[config.mk]
export PLATFORM = sky130hd
export DESIGN_NAME = tx_spart_fifo_flat
export DESIGN_NICKNAME = d
export VERILOG_FILES = /design/src/rtl/tx_spart_fifo_pkg.sv /design/src/rtl/tx_spart_fifo_if.sv /design/src/rtl/spart_fifo.sv /design/src/rtl/tx_spart_fifo.sv /design/src/flat_wrapper.sv
export SDC_FILE = /design/constraint.sdc
export NUM_CORES = 1
export LEC_CHECK = 0
export BUFFER_PORTS_ARGS = -buffer_cell sky130_fd_sc_hd__buf_4
export CAP_MARGIN = 0
export CELL_PAD_IN_SITES_DETAIL_PLACEMENT = 2
export CELL_PAD_IN_SITES_GLOBAL_PLACEMENT = 2
export CORE_ASPECT_RATIO = 1.75
export CORE_MARGIN = 3
export CORE_UTILIZATION = 40
export CTS_BUF_LIST = sky130_fd_sc_hd__clkbuf_4
export CTS_CLUSTER_DIAMETER = 80
export DETAILED_ROUTE_END_ITERATION = 10
export GPL_ROUTABILITY_DRIVEN = 0
export MAX_ROUTING_LAYER = met4
export PLACE_DENSITY_LB_ADDON = 0.25
export SETUP_SLACK_MARGIN = 0.1
export SLEW_MARGIN = 0
export SYNTH_ARGS = -nofsm -noshare
export SYNTH_HDL_FRONTEND = slang
export SYNTH_HIERARCHICAL = 1
export SYNTH_SLANG_ARGS = --single-unit
[constraint.sdc]
create_clock -name clk -period 2.45 [get_ports clk]
set_input_delay 0 -clock clk [delete_from_list [all_inputs] [get_ports clk]]
set_output_delay 0 -clock clk [all_outputs]
set_load 0.01 [all_outputs]
[src/rtl/tx_spart_fifo_pkg.sv]
// Shared types and constants for the SPART transmit path.
// Holds the transmitter state encoding, parity modes and register addresses.
package tx_spart_pkg;

    typedef enum logic [2:0] {
        IDLE,
        START,
        DATA,
        PARITY,
        STOP
    } tx_state_t;

    localparam logic [1:0] PAR_NONE = 2'b00;
    localparam logic [1:0] PAR_EVEN = 2'b01;
    localparam logic [1:0] PAR_ODD  = 2'b10;

    localparam logic [1:0] ADDR_TXDATA = 2'b00;
    localparam logic [1:0] ADDR_CTRL   = 2'b01;

    // Mode 2'b11 is deliberately treated the same as no parity.
    function automatic logic par_enabled(input logic [1:0] mode);
        return (mode == PAR_EVEN) || (mode == PAR_ODD);
    endfunction

endpackage

[src/rtl/tx_spart_fifo_if.sv]
// Processor-bus, baud-tick and status bundle of the SPART transmitter.
// The master side is the bus/BRG; the slave side is the transmitter.
interface tx_spart_fifo_if #(
    parameter int DATA_BITS  = 8,
    parameter int FIFO_DEPTH = 4
);
    logic                          iocs;
    logic                          iorw;
    logic [1:0]                    ioaddr;
    logic [DATA_BITS-1:0]          databus;
    logic                          brg_full;
    logic                          txd;
    logic                          tbr;
    logic                          tx_busy;
    logic [$clog2(FIFO_DEPTH):0]   fifo_cnt;
    logic                          ovr;

    modport master (
        output iocs, iorw, ioaddr, databus, brg_full,
        input  txd, tbr, tx_busy, fifo_cnt, ovr
    );

    modport slave (
        input  iocs, iorw, ioaddr, databus, brg_full,
        output txd, tbr, tx_busy, fifo_cnt, ovr
    );
endinterface

[src/rtl/spart_fifo.sv]
// Generic synchronous FIFO; head word is visible combinationally on pop_dat_o.
// Latency: push visible in count/flags one cycle later.
// Backpressure: push while full is ignored unless a pop happens in the same cycle.
module spart_fifo #(
    parameter int WIDTH = 8,
    parameter int DEPTH = 4
) (
    input  logic                       clk,
    input  logic                       rst,
    input  logic                       push_i,
    input  logic [WIDTH-1:0]           push_dat_i,
    input  logic                       pop_i,
    output logic [WIDTH-1:0]           pop_dat_o,
    output logic                       full_o,
    output logic                       empty_o,
    output logic [$clog2(DEPTH):0]     cnt_o
);
    localparam int AW = $clog2(DEPTH);

    logic [WIDTH-1:0] mem_q [DEPTH];
    logic [AW-1:0]    wr_ptr_q;
    logic [AW-1:0]    rd_ptr_q;
    logic [AW:0]      cnt_q;
    logic             push_ok;
    logic             pop_ok;

    assign full_o    = (cnt_q == (AW+1)'(DEPTH));
    assign empty_o   = (cnt_q == '0);
    assign cnt_o     = cnt_q;
    assign pop_dat_o = mem_q[rd_ptr_q];
    assign pop_ok    = pop_i && !empty_o;
    assign push_ok   = push_i && (!full_o || pop_ok);

    always_ff @(posedge clk) begin
        if (push_ok) begin
            mem_q[wr_ptr_q] <= push_dat_i;
        end
    end

    // Pointers wrap naturally because DEPTH is a power of two.
    always_ff @(posedge clk or negedge rst) begin
        if (!rst) begin
            wr_ptr_q <= '0;
            rd_ptr_q <= '0;
            cnt_q    <= '0;
        end else begin
            if (push_ok) wr_ptr_q <= wr_ptr_q + 1'b1;
            if (pop_ok)  rd_ptr_q <= rd_ptr_q + 1'b1;
            case ({push_ok, pop_ok})
                2'b10:   cnt_q <= cnt_q + 1'b1;
                2'b01:   cnt_q <= cnt_q - 1'b1;
                default: cnt_q <= cnt_q;
            endcase
        end
    end

endmodule

[src/rtl/tx_spart_fifo.sv]
// SPART transmitter: bus writes fill a FIFO, frames go out on txd (optional TX_BREAK_EN adds brk).
// Latency: frame start bit appears the cycle after the first baud tick that sees data.
// Backpressure: tbr drops when the FIFO is full; writes while full are dropped and set ovr.
module tx_spart_fifo
    import tx_spart_pkg::*;
#(
    parameter int DATA_BITS  = 8,
    parameter int FIFO_DEPTH = 4,
    parameter int STOP_BITS  = 1
) (
    input  logic           clk,
    input  logic           rst,
`ifdef TX_BREAK_EN
    input  logic           brk,
`endif
    tx_spart_fifo_if.slave bus
);
    localparam int BCW = $clog2(DATA_BITS);
    localparam int CW  = $clog2(FIFO_DEPTH) + 1;

    tx_state_t            state_q;
    logic [BCW-1:0]       bit_cnt_q;
    logic                 stop_cnt_q;
    logic [DATA_BITS-1:0] shift_q;
    logic [1:0]           frm_par_q;
    logic                 par_bit_q;
    logic                 txd_q;
    logic [1:0]           par_mode_q;
    logic                 ovr_q;

    logic                 wr_data;
    logic                 wr_ctrl;
    logic                 brk_act;
    logic                 fifo_full;
    logic                 fifo_empty;
    logic [CW-1:0]        fifo_cnt;
    logic [DATA_BITS-1:0] head;
    logic                 pop;
    logic                 last_stop;
    logic                 par_bit_d;
    logic                 overrun;

`ifdef TX_BREAK_EN
    assign brk_act = brk;
`else
    assign brk_act = 1'b0;
`endif

    assign wr_data   = bus.iocs && !bus.iorw && (bus.ioaddr == ADDR_TXDATA);
    assign wr_ctrl   = bus.iocs && !bus.iorw && (bus.ioaddr == ADDR_CTRL);
    assign last_stop = (state_q == STOP) && (stop_cnt_q == 1'(STOP_BITS - 1));
    // A new frame starts either from idle or straight out of the final stop bit.
    assign pop       = bus.brg_full && !fifo_empty && !brk_act &&
                       ((state_q == IDLE) || last_stop);
    assign overrun   = wr_data && fifo_full && !pop;
    assign par_bit_d = (^head) ^ (par_mode_q == PAR_ODD);

    spart_fifo #(
        .WIDTH (DATA_BITS),
        .DEPTH (FIFO_DEPTH)
    ) u_fifo (
        .clk        (clk),
        .rst        (rst),
        .push_i     (wr_data),
        .push_dat_i (bus.databus),
        .pop_i      (pop),
        .pop_dat_o  (head),
        .full_o     (fifo_full),
        .empty_o    (fifo_empty),
        .cnt_o      (fifo_cnt)
    );

    always_ff @(posedge clk or negedge rst) begin
        if (!rst) begin
            par_mode_q <= PAR_NONE;
            ovr_q      <= 1'b0;
        end else if (wr_ctrl) begin
            par_mode_q <= bus.databus[1:0];
            ovr_q      <= 1'b0;
        end else if (overrun) begin
            ovr_q      <= 1'b1;
        end
    end

    always_ff @(posedge clk or negedge rst) begin
        if (!rst) begin
            state_q    <= IDLE;
            bit_cnt_q  <= '0;
            stop_cnt_q <= 1'b0;
            shift_q    <= '0;
            frm_par_q  <= PAR_NONE;
            par_bit_q  <= 1'b0;
            txd_q      <= 1'b1;
        end else if (pop) begin
            state_q   <= START;
            shift_q   <= head;
            frm_par_q <= par_mode_q;
            par_bit_q <= par_bit_d;
            txd_q     <= 1'b0;
        end else begin
            unique case (state_q)
                IDLE: txd_q <= !brk_act;
                START: if (bus.brg_full) begin
                    state_q   <= DATA;
                    bit_cnt_q <= '0;
                    txd_q     <= shift_q[0];
                    shift_q   <= shift_q >> 1;
                end
                DATA: if (bus.brg_full) begin
                    if (bit_cnt_q == BCW'(DATA_BITS - 1)) begin
                        if (par_enabled(frm_par_q)) begin
                            state_q <= PARITY;
                            txd_q   <= par_bit_q;
                        end else begin
                            state_q    <= STOP;
                            stop_cnt_q <= 1'b0;
                            txd_q      <= 1'b1;
                        end
                    end else begin
                        bit_cnt_q <= bit_cnt_q + 1'b1;
                        txd_q     <= shift_q[0];
                        shift_q   <= shift_q >> 1;
                    end
                end
                PARITY: if (bus.brg_full) begin
                    state_q    <= STOP;
                    stop_cnt_q <= 1'b0;
                    txd_q      <= 1'b1;
                end
                STOP: if (bus.brg_full) begin
                    if (last_stop) begin
                        state_q <= IDLE;
                        txd_q   <= !brk_act;
                    end else begin
                        stop_cnt_q <= stop_cnt_q + 1'b1;
                    end
                end
                default: begin
                    state_q <= IDLE;
                    txd_q   <= 1'b1;
                end
            endcase
        end
    end

    assign bus.txd      = txd_q;
    assign bus.tbr      = !fifo_full;
    assign bus.tx_busy  = (state_q != IDLE) || (fifo_cnt != '0);
    assign bus.fifo_cnt = fifo_cnt;
    assign bus.ovr      = ovr_q;

endmodule

[src/flat_wrapper.sv]
// flat-port wrapper written by rule: the top's interface ports become plain ports
module tx_spart_fifo_flat import tx_spart_pkg::*;
#(
    parameter int DATA_BITS  = 8,
    parameter int FIFO_DEPTH = 4,
    parameter int STOP_BITS  = 1
)
  (clk, rst, bus_iocs, bus_iorw, bus_ioaddr, bus_databus, bus_brg_full, bus_txd, bus_tbr, bus_tx_busy, bus_fifo_cnt, bus_ovr);
  tx_spart_fifo_if #(.DATA_BITS(DATA_BITS), .FIFO_DEPTH(FIFO_DEPTH)) bus_i ();
  input  logic clk;
  input  logic rst;
  input wire logic [$bits(bus_i.iocs)-1:0] bus_iocs;
  input wire logic [$bits(bus_i.iorw)-1:0] bus_iorw;
  input wire logic [$bits(bus_i.ioaddr)-1:0] bus_ioaddr;
  input wire logic [$bits(bus_i.databus)-1:0] bus_databus;
  input wire logic [$bits(bus_i.brg_full)-1:0] bus_brg_full;
  output wire logic [$bits(bus_i.txd)-1:0] bus_txd;
  output wire logic [$bits(bus_i.tbr)-1:0] bus_tbr;
  output wire logic [$bits(bus_i.tx_busy)-1:0] bus_tx_busy;
  output wire logic [$bits(bus_i.fifo_cnt)-1:0] bus_fifo_cnt;
  output wire logic [$bits(bus_i.ovr)-1:0] bus_ovr;
  assign bus_i.iocs = bus_iocs;
  assign bus_i.iorw = bus_iorw;
  assign bus_i.ioaddr = bus_ioaddr;
  assign bus_i.databus = bus_databus;
  assign bus_i.brg_full = bus_brg_full;
  assign bus_txd = bus_i.txd;
  assign bus_tbr = bus_i.tbr;
  assign bus_tx_busy = bus_i.tx_busy;
  assign bus_fifo_cnt = bus_i.fifo_cnt;
  assign bus_ovr = bus_i.ovr;
  tx_spart_fifo #(.DATA_BITS(DATA_BITS), .FIFO_DEPTH(FIFO_DEPTH), .STOP_BITS(STOP_BITS)) u_core (.clk(clk), .rst(rst), .bus(bus_i));
endmodule
==> impl_metrics.json <==
{
  "hold_viol": 0,
  "die_h_um": 118,
  "drt_iter0_drc": 29,
  "yosys_warnings": 6,
  "start_util_pct": 41.2,
  "grt_pass1_wl_um": 10300,
  "placed_cells": 313,
  "clk_pin_slew_ps": 100,
  "p_leak_nw": 1.41,
  "grt_overflow": 0,
  "stdcell_count": 344,
  "ys_seq_elements": 61,
  "rows": 40,
  "ant_nets": 0,
  "drv_cap": 0,
  "core-area_sq_um": 6910,
  "clock.fmax_ghz": 0.444,
  "cts_inserted_buffers": 9,
  "cp-end-kind": "register",
  "avgSynthCellArea_sq_um": 13.8,
  "syn_inst": 206,
  "nets": 278,
  "clock_path_buffers": 2,
  "crit_type": "reg2reg",
  "crit_path_start_kind": "register",
  "synth-main-ff-cell": "edfxtp_1",
  "p_seq_share_pct": 36.8,
  "wire_per_inst_um": 17.6,
  "drt-pass1-iter-count": 4,
  "grt.total_usage_pct": 16.9,
  "synthesis.area_sq_um": 2850,
  "synth_edf_count": 32,
  "htree_levels": 3,
  "dp_hpwl_um": 4460,
  "grt_pass1_vias": 2028,
  "fillCellCount": 683,
  "dieWidth_um": 69.8,
  "yosysMostFrequentCell": "edfxtp_1",
  "relSlewSlack_pct": 68.2,
  "cp_data_arrival_time_ps": 2570,
  "worstMarginPinSlew_ps": 474,
  "power_switching_w": 0.00142,
  "drc": 0,
  "hold_path.class": "in2async",
  "ys_seq_area_share_pct": 59.3,
  "tns_ps": 0,
  "cp.required_ps": 2770,
  "drive_above_1_share_pct": 29.2,
  "die-area_sq_um": 8200,
  "status": "finished, final reports clean",
  "async_flop_share_pct": 47.5,
  "comb_power_share_pct": 44.2,
  "syn_nets": 229,
  "routed_wl_um": 6050,
  "p_int_w": 0.00262,
  "synth_cell_types": 53,
  "swShare_pct": 35.1,
  "peakVddDrop_uv": 581,
  "synth_common_cells": "edfxtp_1, dfrtp_1, nand2_1",
  "final-seq-area_sq_um": 1690,
  "ys_top_cells_by_area": "edfxtp_1, dfrtp_1, mux4_2",
  "tritoncts": "built",
  "fin_crit_sh_pct": 91.9,
  "antenna_found_initial": 0,
  "port_buffers": 21,
  "synth_largest_area_cell": "edfxtp_1",
  "period_minus_slack_ps": 2250,
  "powerDensity_nw_per_um2": 1170,
  "grt_max_degree": 30,
  "antenna_cells": 0,
  "io_pins": 22,
  "vias_per_cell": 5.13,
  "synth_top_area_share_pct": 33.8,
  "fin_skew_ps": 10.5,
  "setup_viol": 0,
  "multiInputGateArea_sq_um": 1070,
  "clock_latency_ps": 400,
  "slew_viol_final": 0,
  "critPathMaxFanout": 7,
  "syn_to_final_growth_pct": 20.9,
  "rsz0062_at_grt": "no",
  "via_count": 1764,
  "pwr-share-clk_pct": 19.0,
  "cts_sinks": 61,
  "cts_root_buf": "clkbuf_4"
}
==> worst max-delay path: stages, from the launching register on <==
cell and delay, ps:
dfrtp_2 450, nor3_2 150, nand4b_1 170, inv_2 70, o21a_4 240, inv_1 60, ha_2 180, inv_1 50
fa_1 380, xor2_1 160, nor2_1 120, xor2_1 150
==> flip-flops by register name (all words and copies together), names as in the netlist <==
| name | count |
|---|---|
| u_core/bit_cnt_q | 3 |
| u_core/bus.ovr | 1 |
| u_core/bus.txd | 1 |
| u_core/frm_par_q | 2 |
| u_core/par_bit_q | 1 |
| u_core/par_mode_q | 2 |
| u_core/shift_q | 8 |
| u_core/state_q | 3 |
| u_core/stop_cnt_q | 1 |
| u_core/u_fifo/cnt_o | 3 |
| u_core/u_fifo/mem_q | 32 |
| u_core/u_fifo/rd_ptr_q | 2 |
| u_core/u_fifo/wr_ptr_q | 2 |
==> timing repair <==
item | CTS | global route
buffers inserted | 0 | 2
resized for setup | 0 | 4
endpoints found under the hold margin | 66 | 0
setup endpoints to repair | 0 | 1
hold buffers | 13 | 0
==> per-stage QoR <==
| step | cell area [sq um] | worst slack [ps] | util (%) | hold WS, ps | power, W |
|---|---|---|---|---|---|
| 3_5_place_dp | 3130 | 140 | 45.3 | -44.5 | 0.00326 |
| 6_report | 3440 | 199 | 49.8 | 59.9 | 0.00403 |
| 4_1_cts | 3410 | 141 | 49.4 | 41.6 | 0.00406 |
| 5_1_grt | 3440 | 88.0 | 49.8 | 44.7 | 0.00435 |
| 3_3_place_gp | 3130 | 261 | 45.3 | -48.3 | 0.00320 |
| 2_1_floorplan | 2850 | 243 | - | -296 | 0.00274 |
==> power by group through the flow <==
stage | combinational [W] | clock, W | sequential [W]
floorplan | 0.00127 | 0 | 0.00147
CTS | 0.00178 | 0.000799 | 0.00148
detailed placement | 0.00175 | 0 | 0.00151
finish | 0.00178 | 0.000767 | 0.00148
global placement | 0.00170 | 0 | 0.00149
global route | 0.00197 | 0.000857 | 0.00152
==> placed cells by master (no fill, tap or decap), types with 8 or more instances in the layout <==
cell type,n
a21oi_1,9
nand2_1,16
dlygate4sd3_1,13
inv_1,12
buf_4,32
clkbuf_4,9
nor2_1,12
mux4_2,8
xnor2_1,8
dfrtp_1,27
edfxtp_1,32
==> final timing paths <==
check	from	end	slack (ps)	cells after the start
setup / recovery	u_core/u_fifo/cnt_o[2]	u_core/u_fifo/cnt_o[2]	200	11
hold / removal	rst	u_core/shift_q[6]	60	2
setup reg to reg	u_core/u_fifo/cnt_o[2]	u_core/u_fifo/cnt_o[2]	200	11
hold reg to reg	u_core/par_bit_q	u_core/par_bit_q	490	2
max in group asynchronous	rst	u_core/bus.txd	2080	2
min in group clk	bus_iorw	u_core/bus.ovr	80	4
==> per-layer routing <==
layer  up-vias  GRT usage, %  part of all wire, %
li1        838             -                    -
met1       899          17.9                   38
met2        18          30.3                   58
met3         9          3.85                  2.1
met4         0          6.47                  1.3
met5         -             -                    0
==> logic make-up (layout without fill, tap and decap cells) <==
| family | after synthesis | after routing | share of synthesized area (%) |
|---|---|---|---|
| xor+xnor | 15 | 15 | 5.10 |
| mux | 16 | 16 | 9.41 |
| compound gates | 34 | 34 | 9.10 |
| fa+ha+maj | 8 | 8 | 3.78 |
| flops | 61 | 61 | 59.3 |
| simple gates | 52 | 52 | 9.85 |
| buf+inv | 20 | 74 | 3.43 |
==> cell type report <==
class	count	share of cell area, %
multi-input cells	125	31.1
flip-flops and latches	61	49.1
inverters	13	1.42
repair buffers	45	10.8
well taps	84	3.05
clock buffers	9	1.96
clock inverters	7	2.62
Power figures use the tool's default switching activity.
